[src/rtl/cov_serializer.sv]
// rtl/cov_serializer.sv - captures an N x N covariance matrix and streams it out entry by entry
module cov_serializer #(
  parameter int N_STOCKS   = 2,
  parameter int WIDTH      = 16,
  parameter bit UPPER_ONLY = 1'b1,
  localparam int IDXW      = ($clog2(N_STOCKS) > 1) ? $clog2(N_STOCKS) : 1
) (
  input  logic                                         clk,
  input  logic                                         rst,
  input  logic                                         valid_in,
  input  logic [N_STOCKS-1:0][N_STOCKS-1:0][WIDTH-1:0] cov_in,
  output logic                                         ready_out,
  output logic                                         valid_out,
  input  logic                                         ready_in,
  output logic signed [WIDTH-1:0]                      data_out,
  output logic [IDXW-1:0]                              row_out,
  output logic [IDXW-1:0]                              col_out,
  output logic                                         last_out,
  output logic [7:0]                                   drop_count
);

  typedef enum logic {IDLE, SEND} state_t;

  localparam logic [IDXW-1:0] MAX_IDX = IDXW'(N_STOCKS - 1);

  state_t                                       state;
  logic [N_STOCKS-1:0][N_STOCKS-1:0][WIDTH-1:0] mat;
  logic [IDXW-1:0]                              nxt_row;
  logic [IDXW-1:0]                              nxt_col;
  logic                                         nxt_last;

  // Handshake flags decode straight from the state register, so no input reaches them
  assign ready_out = (state == IDLE);
  assign valid_out = (state == SEND);

  // Row-major successor of the entry currently presented; upper mode restarts each row on the diagonal
  always_comb begin
    nxt_row = row_out;
    nxt_col = col_out + IDXW'(1);
    if (col_out == MAX_IDX) begin
      nxt_row = row_out + IDXW'(1);
      nxt_col = UPPER_ONLY ? (row_out + IDXW'(1)) : '0;
    end
    nxt_last = (nxt_row == MAX_IDX) && (nxt_col == MAX_IDX);
  end

  // Capture/stream FSM with registered entry outputs and saturating drop counter
  always_ff @(posedge clk) begin
    if (rst) begin
      state      <= IDLE;
      data_out   <= '0;
      row_out    <= '0;
      col_out    <= '0;
      last_out   <= 1'b0;
      drop_count <= '0;
    end else begin
      case (state)
        IDLE: begin
          if (valid_in) begin
            mat      <= cov_in;
            data_out <= cov_in[0][0];
            row_out  <= '0;
            col_out  <= '0;
            last_out <= 1'b0;
            state    <= SEND;
          end
        end
        SEND: begin
          if (valid_in && (drop_count != 8'hFF)) begin
            drop_count <= drop_count + 8'd1;
          end
          if (ready_in) begin
            if (last_out) begin
              last_out <= 1'b0;
              state    <= IDLE;
            end else begin
              row_out  <= nxt_row;
              col_out  <= nxt_col;
              data_out <= mat[nxt_row][nxt_col];
              last_out <= nxt_last;
            end
          end
        end
        default: state <= IDLE;
      endcase
    end
  end

endmodule

[config.mk]
export PLATFORM = sky130hd
export DESIGN_NAME = cov_serializer
export DESIGN_NICKNAME = d
export VERILOG_FILES = /design/src/rtl/cov_serializer.sv
export SDC_FILE = /design/constraint.sdc
export NUM_CORES = 1
export LEC_CHECK = 0
export BUFFER_PORTS_ARGS = -buffer_cell sky130_fd_sc_hd__buf_2
export CORE_MARGIN = 3
export CORE_UTILIZATION = 47
export CTS_CLUSTER_DIAMETER = 40
export DETAILED_ROUTE_END_ITERATION = 7
export PLACE_DENSITY = 0.88
export REMOVE_ABC_BUFFERS = 1
export SYNTH_ARGS = -nofsm -noshare
export SYNTH_HDL_FRONTEND = slang
export SYNTH_SLANG_ARGS = --single-unit
[constraint.sdc]
create_clock -name clk -period 3.9 [get_ports clk]
set_input_delay 0.585 -clock clk [delete_from_list [all_inputs] [get_ports clk]]
set_output_delay 0.585 -clock clk [all_outputs]
set_load 0.01 [all_outputs]
-- Word level (Yosys, flattened, before mapping)
Cells that the tools add are included.
- logic and storage cells: 51
- register bits: 92
- input port bits: 68
- output and inout bits: 29
- reductions and logical operators: 6
- $add $sub $neg: 3
- multiplexer cells: 24
- equal/unequal tests: 4
- magnitude comparators: 2
- bitwise gates (word level): 2
- operators by type and width (kind ; number):
    $mux W16 ; 5
    $mux W32 ; 2
    $pmux W16 S2 ; 1
    $mux W1 ; 12
    $add A8 B1 Y8 const B ; 1
    $ne A8 B8 Y1 const B ; 1
    $pmux W1 S2 ; 4
    $ne A2 B2 Y1 const B ; 3
    $reduce_and A3 Y1 ; 2
    $lt A1 B2 Y1 const B ; 2
    $reduce_and A2 Y1 ; 2
    $add A1 B1 Y1 const B ; 2
    $logic_and A1 B1 Y1 ; 2
    $not A1 Y1 ; 2

-- Depth between registers and ports, before layout
- word-level depth: 9
- mapped depth: 8
- gate-level depth less buffers: 5

-- Worst setup path after synthesis
Ideal clock, no wire load.
- kind: input to register
- start point: in rst
- end point: reg mat[0] (netlist name) (enable)
- data required time: 3.414 ns
- stages on the path: 3
- path buffers: 2
- setup slack: -0.271 ns
- arrival time: 3.685 ns
- library setup time: 0.486 ns
- cell sequence: clkbuf_1 clkbuf_1 nor2_1
- word-level cells in the longest chain between the ends: 2
- ends and longest elaborated chain (item ; line ; RTL):
    start, declared ; 9 ; input logic rst,
    $not A1 Y1 (no line) ; -- ;
    $reduce_and A3 Y1 (no line) ; -- ;
    end signal, assigned ; 60 ; mat <= cov_in;
    end, declared ; 27 ; logic [N_STOCKS-1:0][N_STOCKS-1:0][WIDTH-1:0] mat;
No other way between the ends.
A chain may end at the register's enable or synchronous reset.

-- Worst setup path in the final report
- start point: reg col_out
- end point: reg data_out[9]
- word-level cells in the longest chain between the ends: 8
- elaborated cells between the ends (all ways): 10
- those cells by class: add/sub (1); mux (9)
- ends and longest elaborated chain (item ; line ; RTL):
    start, declared ; 17 ; output logic [IDXW-1:0] col_out,
    start signal, assigned ; 78 ; col_out <= nxt_col;
    $mux W1 ; 40 ; if (col_out == MAX_IDX) begin
    $mux W32 (implied by the code) (2 in series) ; 79 ; data_out <= mat[nxt_row][nxt_col];
    $mux W16 (implied by the code) (*) (2 in series) ; 79 ;
    $mux W16 (*) ; 73 ; if (last_out) begin
    $mux W16 (*) ; 72 ; if (ready_in) begin
    $pmux W16 S2 (*) ; 57 ; case (state)
    end signal, assigned ; 61 ; data_out <= cov_in[0][0];
    end signal, assigned ; 79 ;
    end, declared ; 15 ; output logic signed [WIDTH-1:0] data_out,
Every way passes the cells marked *; elsewhere a longest branch is shown, timed or not. The select of a mux whose other input is x is not followed.

==> flow_summary.json <==
{
  "cp_cell_sequence": "ha_1, buf_4, mux4_2, nand2_1, a211oi_1",
  "antenna_cells": 0,
  "ys_seq_area_frac": 0.6942,
  "cts_resized": 0,
  "cts_made_buffers": 9,
  "gp_congestion": 0.7398,
  "synthSimpleGateAreaFrac": 0.07033,
  "synthArstFlopShare": 0,
  "synthMuxAreaShare": 0.09867,
  "reg2regPathDepth": 5,
  "io_buffers": 96,
  "syn_area_um2": 3576,
  "worstHoldPathCells": 1,
  "ys_ff_latch": 92,
  "cp_max_fo": 16,
  "die_h_um": 93.23,
  "synthToLayoutAreaGrowth_pct": 22.01,
  "hold_path_class": "in2reg",
  "drive_above_1_share": 0.3631,
  "grt-ovfl-total": 0,
  "yosysUniqueCellTypes": 33,
  "viasPerCell": 5.370,
  "peakVddDrop_mv": 0.2910,
  "drc_errors": 0,
  "initial_utilization": 0.4878,
  "yosys_warnings": 0,
  "hold_buffers": 0,
  "fin_crit_ns": 2.180,
  "synthXorXnorAreaFrac": 0.002449,
  "row_count": 31,
  "report.final.setup_viol": 0,
  "endpoint_kind": "flop",
  "finalCritPeriodShare": 0.5590,
  "clk_pin_slew_worst_paths_ns": 0.09,
  "dr_wl_met3_um": 411,
  "synth_compound_area_frac": 0.09972,
  "cp_slowest_stage_delay_ns": 0.59,
  "synth.top_cell.area_share": 0.5374,
  "met1_length_um": 3132,
  "slew_headroom": 0.4527,
  "cts-root-buf": "clkbuf_8",
  "ys.flop_type": "edfxtp_1",
  "worst_path_max_delay_cell": "ha_1",
  "tritoncts": "built",
  "drt_iter0_drc": 108,
  "outcome": "complete, no violations",
  "finClkSkew_ns": 0.009685,
  "grt_max_degree": 37,
  "syn_avg_cell_area_um2": 14.42,
  "fp.dieW_um": 93.23,
  "grt_setup_unrepaired": "false",
  "clockBufferDepth": 2,
  "max_freq_mhz": 458.7,
  "p_per_area_nw_per_um2": 460.9,
  "crit_cells": 5,
  "nets": 412,
  "path_buf_inv": 1,
  "power_uw": 2011,
  "clock_latency_ns": 0.35,
  "worstSetupPathType": "reg2reg",
  "routed_wl_um": 7436,
  "grt_pass1_wl_um": 11980,
  "synth_common_cells": "64 x edfxtp_1, 28 x dfxtp_1, 25 x a21oi_1, 23 x nand2_1, 15 x mux2i_1",
  "fp.coreArea_um2": 7331,
  "wl_met2_um": 3769,
  "vias": 2395,
  "drtPass1Iterations": 4,
  "start_kind": "flop",
  "hold_viol_final": 0,
  "synth.area.top_cells": "edfxtp_1 54%, dfxtp_1 16%, mux4_2 5.7%",
  "synth_edf_count": 64,
  "antenna_found_initial": 0,
  "maxSlewViolCount": 0,
  "post_drt_wl_per_cell_um": 16.67,
  "post_cts_buffers": 0,
  "clock-sinks": 92,
  "yosysTopAreaCell": "edfxtp_1",
  "crit_arrival_ns": 2.38,
  "worst_slew_pin_slew_ns": 0.8189,
  "power.leakage_uw": 0.001636,
  "holdWs_ns": 0.3975,
  "maxCapViolCount": 0,
  "synth_fa_ha_area_frac": 0.006998,
  "cp_top_family": "adder cells",
  "grt_pass1_vias": 2354,
  "grt_use_total": 0.1815,
  "synthCells": 248,
  "io_pins": 97,
  "required_ns": 4.10,
  "synth.most_common_cell": "edfxtp_1",
  "dp_hpwl_um": 5051,
  "synth_top_family_by_area": "compound AO/OA/AOI/OAI gates",
  "cts_max_level": 3,
  "top_layer_used": "met4",
  "die-area_um2": 8691,
  "ant_nets": 0
}
## where the power goes
| group | internal, µW | switching [µW] | leakage (µW) |
|---|---|---|---|
| combinational | 79.1 | 104 | 0.000700 |
| clock | 384 | 335 | 0.000113 |
| sequential | 1090 | 17.4 | 0.000822 |
## final timing paths
kind	to	from	slack [ns]
worst max-delay path	data_out[9]$_SDFFE_PP0P_	col_out$_SDFFE_PP0P_	1.72
worst min register to register	data_out[3]$_SDFFE_PP0P_	data_out[3]$_SDFFE_PP0P_	0.46
worst max register to register	data_out[9]$_SDFFE_PP0P_	col_out$_SDFFE_PP0P_	1.72
worst min-delay path	mat[54]$_DFFE_PP_	cov_in[54]	0.40
## through the flow
stage	instance area [µm²]	setup TNS, ns	utilization	cells	setup slack [ns]
after detailed placement	4131	0	0.5636	430	1.617
after global routing	4363	0	0.5952	446	1.564
after global placement	4131	0	0.5636	430	1.667
after CTS	4363	0	0.5952	446	1.693
after floorplan	3485	-2.252	-	232	-0.03519
final	4363	0	0.5952	446	1.720
## kinds of logic (layout without fill, tap and decap cells)
kind of cell | count (synthesis) | count (layout)
simple gates | 54 | 54
buf+inv | 18 | 117
fa+ha+maj | 2 | 2
mux | 24 | 24
xor+xnor | 1 | 1
compound gates | 57 | 57
flops | 92 | 92
## sequential cells by signal (all words and copies together) (netlist names)
register	cells
row_out	1
valid_out	1
drop_count	8
last_out	1
col_out	1
data_out	16
mat	64
## worst register-to-register path: cells and delay by family, from the launching register on
kind	cells	cell delay [ns]
adder cells (fa/ha/maj)	1	0.59
multiplexers	1	0.54
AND/OR/NAND/NOR	1	0.09
AO/OA/AOI/OAI	1	0.08
buffers and inverters	1	0.40
flip-flops	1	0.34
## metal layers
metal,track usage,vias up
met5,0,-
met4,0.07692,0
met3,0.03379,12
met2,0.2936,81
met1,0.2408,1167
li1,-,1135
## cell usage in the layout, fill, tap and decap left out
cell type / count
a211oi_1: 9
a21oi_1: 25
a22oi_1: 7
a311oi_1: 1
a41o_1: 1
and2_1: 2
and4_1: 1
buf_12: 1
buf_2: 96
buf_4: 2
bufinv_16: 2
clkbuf_8: 10
clkinv_4: 1
clkinvlp_4: 1
dfxtp_1: 28
edfxtp_1: 64
ha_1: 2
inv_1: 2
inv_6: 2
mux2i_1: 15
mux4_2: 9
nand2_1: 23
nand2b_1: 1
nand3_1: 3
nand3b_1: 1
nand4_1: 1
nand4b_1: 1
nor2_1: 13
nor2_4: 1
nor2b_1: 1
o211ai_1: 7
o21ai_0: 5
o31ai_1: 2
or3_1: 3
or3_2: 1
or4_1: 2
xor2_1: 1
## final cells by class
type                    count  area [µm²]
fillers                   588        2968
flip-flops and latches     92        2482
well taps                  99       123.9
clock buffers              10       137.6
repair buffers             99       515.5
clock inverters             6       93.84
multi-input cells         138        1002
inverters                   2       7.507
(Power assumes the default switching activity.)
